File: config.mk
export PLATFORM = sky130hd
export DESIGN_NAME = tdm_demux
export DESIGN_NICKNAME = d
export VERILOG_FILES = /design/src/rtl/tdm_demux.sv
export SDC_FILE = /design/constraint.sdc
export NUM_CORES = 1
export LEC_CHECK = 0
export CAP_MARGIN = 20
export CORE_ASPECT_RATIO = 1.1
export CORE_UTILIZATION = 54
export CTS_CLUSTER_DIAMETER = 200
export CTS_CLUSTER_SIZE = 16
export DETAILED_ROUTE_END_ITERATION = 8
export GPL_TIMING_DRIVEN = 0
export PLACE_DENSITY = 0.83
export RECOVER_POWER = 50
export SYNTH_ARGS = -nofsm -noshare
export SYNTH_HDL_FRONTEND = slang
export SYNTH_SLANG_ARGS = --single-unit
export TNS_END_PERCENT = 30
File: constraint.sdc
create_clock -name clk -period 3.29 [get_ports clk]
set_input_delay 0.8225 -clock clk [delete_from_list [all_inputs] [get_ports clk]]
set_output_delay 0.8225 -clock clk [all_outputs]
set_load 0.01 [all_outputs]
File: src/rtl/tdm_demux.sv
// Receive-side TDM demultiplexer: steers one serial sample per valid cycle into
// its lane and publishes the whole frame in parallel with a one-cycle strobe.
module tdm_demux #(
  parameter  int unsigned WIDTH    = 8,
  parameter  int unsigned CHANNELS = 4,
  localparam int unsigned SEL_W    = $clog2(CHANNELS)
) (
  input  logic                      clk,
  input  logic                      rst_n,
  input  logic                      in_valid,
  input  logic                      in_sof,
  input  logic [WIDTH-1:0]          in_data,
  output logic [CHANNELS*WIDTH-1:0] out_data,
  output logic                      out_valid,
  output logic [SEL_W-1:0]          sel,
  output logic                      busy,
  output logic                      err_short,
  output logic                      err_orphan
);

  localparam int unsigned FRAME_W   = CHANNELS * WIDTH;
  localparam int unsigned SHADOW_N  = CHANNELS - 1;
  localparam int unsigned LAST_LANE = CHANNELS - 1;

  typedef enum logic {
    IDLE = 1'b0,
    FILL = 1'b1
  } state_t;

  state_t              state_q, state_d;
  logic [SEL_W-1:0]    sel_q, sel_d;
  logic [WIDTH-1:0]    shadow_q [SHADOW_N];
  logic [FRAME_W-1:0]  out_data_q;
  logic                out_valid_q, out_valid_d;
  logic                busy_q;
  logic                err_short_q, err_short_d;
  logic                err_orphan_q, err_orphan_d;

  logic                shadow_we;
  logic [SEL_W-1:0]    wr_idx;
  logic                out_load;
  logic [FRAME_W-1:0]  frame_c;

  // Next-state and strobe decode; every accepted sample lands in exactly one place.
  always_comb begin
    state_d      = state_q;
    sel_d        = sel_q;
    shadow_we    = 1'b0;
    wr_idx       = '0;
    out_load     = 1'b0;
    out_valid_d  = 1'b0;
    err_short_d  = 1'b0;
    err_orphan_d = 1'b0;

    unique case (state_q)
      IDLE: begin
        if (in_valid) begin
          if (in_sof) begin
            shadow_we = 1'b1;
            wr_idx    = '0;
            sel_d     = SEL_W'(1);
            state_d   = FILL;
          end else begin
            err_orphan_d = 1'b1;
          end
        end
      end

      FILL: begin
        if (in_valid) begin
          if (in_sof) begin
            // Early SOF restarts the frame with this sample as lane 0.
            err_short_d = 1'b1;
            shadow_we   = 1'b1;
            wr_idx      = '0;
            sel_d       = SEL_W'(1);
          end else if (sel_q == SEL_W'(LAST_LANE)) begin
            out_load    = 1'b1;
            out_valid_d = 1'b1;
            sel_d       = '0;
            state_d     = IDLE;
          end else begin
            shadow_we = 1'b1;
            wr_idx    = sel_q;
            sel_d     = sel_q + SEL_W'(1);
          end
        end
      end

      default: begin
        state_d = IDLE;
        sel_d   = '0;
      end
    endcase
  end

  // Completed frame: buffered lanes plus the final sample taken straight from the input.
  always_comb begin
    frame_c = '0;
    for (int unsigned k = 0; k < SHADOW_N; k++) begin
      frame_c[k*WIDTH +: WIDTH] = shadow_q[k];
    end
    frame_c[LAST_LANE*WIDTH +: WIDTH] = in_data;
  end

  always_ff @(posedge clk or negedge rst_n) begin
    if (!rst_n) begin
      state_q      <= IDLE;
      sel_q        <= '0;
      busy_q       <= 1'b0;
      out_valid_q  <= 1'b0;
      err_short_q  <= 1'b0;
      err_orphan_q <= 1'b0;
    end else begin
      state_q      <= state_d;
      sel_q        <= sel_d;
      busy_q       <= (state_d == FILL);
      out_valid_q  <= out_valid_d;
      err_short_q  <= err_short_d;
      err_orphan_q <= err_orphan_d;
    end
  end

  // Shadow lanes: only lanes 0..CHANNELS-2 need buffering.
  always_ff @(posedge clk or negedge rst_n) begin
    if (!rst_n) begin
      for (int unsigned k = 0; k < SHADOW_N; k++) begin
        shadow_q[k] <= '0;
      end
    end else if (shadow_we) begin
      for (int unsigned k = 0; k < SHADOW_N; k++) begin
        if (wr_idx == SEL_W'(k)) begin
          shadow_q[k] <= in_data;
        end
      end
    end
  end

  // Output register only changes on frame completion.
  always_ff @(posedge clk or negedge rst_n) begin
    if (!rst_n) begin
      out_data_q <= '0;
    end else if (out_load) begin
      out_data_q <= frame_c;
    end
  end

  assign out_data   = out_data_q;
  assign out_valid  = out_valid_q;
  assign sel        = sel_q;
  assign busy       = busy_q;
  assign err_short  = err_short_q;
  assign err_orphan = err_orphan_q;

endmodule

==> results.sh <==
export IMPL_hpwl_um=3300
export IMPL_synth_top_cell_by_area="dfrtp_1"
export IMPL_drt_iter0_drc=96
export IMPL_fin_hold_ws_ns=0.493
export IMPL_path_class="flip-flop to output pin"
export IMPL_synthTopCellsByArea="dfrtp_1, mux2_2, nand3b_4, ha_1, nand4b_4"
export IMPL_p_int_mw=2.05
export IMPL_gr_total_overflow=0
export IMPL_power_frac_seq_pct=44.2
export IMPL_worstMarginPinSlew_ns=1.71
export IMPL_cellLeakagePower_nw=1.47
export IMPL_grt_pass1_vias=1548
export IMPL_ys_warn_count=0
export IMPL_status="finished with violations"
export IMPL_dpl_cell_area_mm2=0.00299
export IMPL_fin_total_pwr_mw=2.88
export IMPL_min_period_ns=2.18
export IMPL_diodes=0
export IMPL_grt_use_total_pct=23.1
export IMPL_end_kind="output pin"
export IMPL_num_nets_final=221
export IMPL_slew_headroom_pct=-14.1
export IMPL_cts_resized=0
export IMPL_initial_utilization_pct=56.5
export IMPL_crit_path_cell_trace="clkdlybuf4s50_1"
export IMPL_crit_path_start_kind="flip-flop"
export IMPL_crit_path_max_incr_delay_ns=0.57
export IMPL_fin_ws_ns=1.11
export IMPL_syn_area_per_cell_um2=16.6
export IMPL_critPathSlowestCell="clkdlybuf4s50_1"
export IMPL_routed_via_density=5.46
export IMPL_cts_sinks=62
export IMPL_coreArea_mm2=0.00432
export IMPL_drc=0
export IMPL_ir_drop_mv=0.451
export IMPL_drt_wl_total_um=4750
export IMPL_switching_share_pct=28.8
export IMPL_path_buf_inv=1
export IMPL_p_sw_mw=0.830
export IMPL_clk_pin_slew_ns=0.06
export IMPL_die_w_um=66.1
export IMPL_netlist_area_mm2=0.00244
export IMPL_clock_path_buffers=2
export IMPL_p_clk_share_pct=19.9
export IMPL_ant_nets=0
export IMPL_syn_num_nets=162
export IMPL_numCtsBuffers=9
export IMPL_gp_congestion=0.706
export IMPL_ys_types=21
export IMPL_synthCells=147
export IMPL_worstHoldPathType="flip-flop to flip-flop"
export IMPL_final_max_slew_viol_count=31
export IMPL_design_area_mm2=0.00313
export IMPL_grt_max_degree=33
export IMPL_die_area_mm2=0.00479
export IMPL_max_cap_violations=1
export IMPL_cp_data_arrival_time_ns=1.36
export IMPL_io_pins=50
export IMPL_seq_area_frac_synth_pct=63.7
export IMPL_finClkSkew_ns=0.00631
export IMPL_drtPass1Iterations=4
export IMPL_cts_max_level=3
export IMPL_timing_fmax_mhz=458
export IMPL_tns_ns=0
export IMPL_dp_slack_ns=1.34
export IMPL_post_cts_buffers=0
export IMPL_p_comb_share_pct=35.9
export IMPL_setup_viol=0
export IMPL_drive_gt1_share_pct=35.7
export IMPL_final_cell_mix="dfrtp_1, mux2_2, clkdlybuf4s50_1"
export IMPL_power_density_mw_per_mm2=920
export IMPL_synth_top_area_share_pct=63.7
export IMPL_area_growth_pct=28.6
export IMPL_cp_required_ns=2.47
export IMPL_antenna_found_initial=0
export IMPL_ys_seq_elements=62
export IMPL_io_buffers=47
export IMPL_vias=1442
export IMPL_insertion_delay_ns=0.33
export IMPL_grt_pass1_wl_um=7670
export IMPL_hold_viol=0
export IMPL_cts_hold_buffers=0
export IMPL_grt_setup_unrepaired="no"
export IMPL_critPathMaxFanout=6
export IMPL_layout_commonest_cell="dfrtp_1"
export IMPL_post_route_period_util_pct=66.3
export IMPL_violations="capacitance limit, slew limit"
export IMPL_die_y_um=72.5
export IMPL_cts_tree="built"
export IMPL_cts_root_buffer="clkbuf_8"
export IMPL_wl_per_cell_um=18.0
export IMPL_crit_family="buffers and inverters"
export IMPL_rows=25
final cells by class:
| class | count | area [um^2] |
|---|---|---|
| plain buffers | 6 | 33.8 |
| clock buffers | 14 | 163 |
| clock inverters | 1 | 5.00 |
| fillers | 272 | 1180 |
| inverters | 3 | 11.3 |
| multi-input cells | 76 | 818 |
| flip-flops and latches | 62 | 1550 |
| well taps | 54 | 67.6 |
| repair buffers | 48 | 484 |
path summary, 6_finish.rpt:
path                       slack (ns)   startpoint           end  depth (start not counted)
max                              1.11       sel[0]        sel[0]                          1
max in group asynchronous        1.37        rst_n   out_data[5]                          1
min                              0.49  out_data[7]   out_data[7]                          1
max reg2reg                      1.16       sel[0]  out_data[16]                          4
min in group asynchronous        0.93        rst_n   frame_c[15]                          1
min reg2reg                      0.49  out_data[7]   out_data[7]                          1
power groups by stage:
| stage | Combinational [mW] | Sequential, mW | Clock (mW) |
|---|---|---|---|
| final | 1.03 | 1.28 | 0.573 |
| after global routing | 1.11 | 1.31 | 0.617 |
| after floorplan | 0.449 | 1.33 | 0 |
| after detailed placement | 1.05 | 1.29 | 0 |
| after global placement | 0.999 | 1.25 | 0 |
| after CTS | 1.06 | 1.28 | 0.583 |
worst reg2reg max path: stages (launching register included):
cell	delay, ns
dfrtp_1	0.45
ha_1	0.30
nand4b_1	0.29
clkbuf_1	0.55
mux2_2	0.42
kinds of logic (layout without fill, tap and decap cells):
kind of cell / count (synthesis) / count (layout) / synth area share [%]
multiplexers: 56 / 56 / 26.0
adder cells (fa/ha/maj): 3 / 3 / 1.54
buffers and inverters: 9 / 72 / 2.16
flip-flops: 62 / 62 / 63.7
AO/OA/AOI/OAI: 5 / 5 / 1.59
AND/OR/NAND/NOR: 12 / 12 / 5.03
cells in the mapped netlist (all sizes together):
master and instances:
nand2 4, ha 3, nor4b 1, inv 3
mux2 56, nor3b 2, nand4b 1, dfrtp 62
a22o 1, and3 1, o22a 1, and4bb 1
o21ai 2, o22ai 1, nand3b 2, buf 6
state kept, by name, indices dropped and copies added, names as in the netlist:
name / flops
out_valid: 1
out_data: 32
busy: 1
sel: 2
err_short: 1
err_orphan: 1
frame_c: 24
layer usage:
metal  vias up  wire (um)  GRT usage [%]
met5         -          0              0
met4         0        102           10.2
met3         9        217           9.12
met2        39       2560           38.9
met1       748       1870           25.6
li1        646          -              -
stage by stage:
stage | utilization [%] | instances
floorplan | - | 147
global placement | 68.9 | 248
detailed placement | 69.3 | 249
CTS | 73.2 | 264
global route | 72.6 | 264
finish | 72.6 | 264
(Power assumes the default switching activity.)
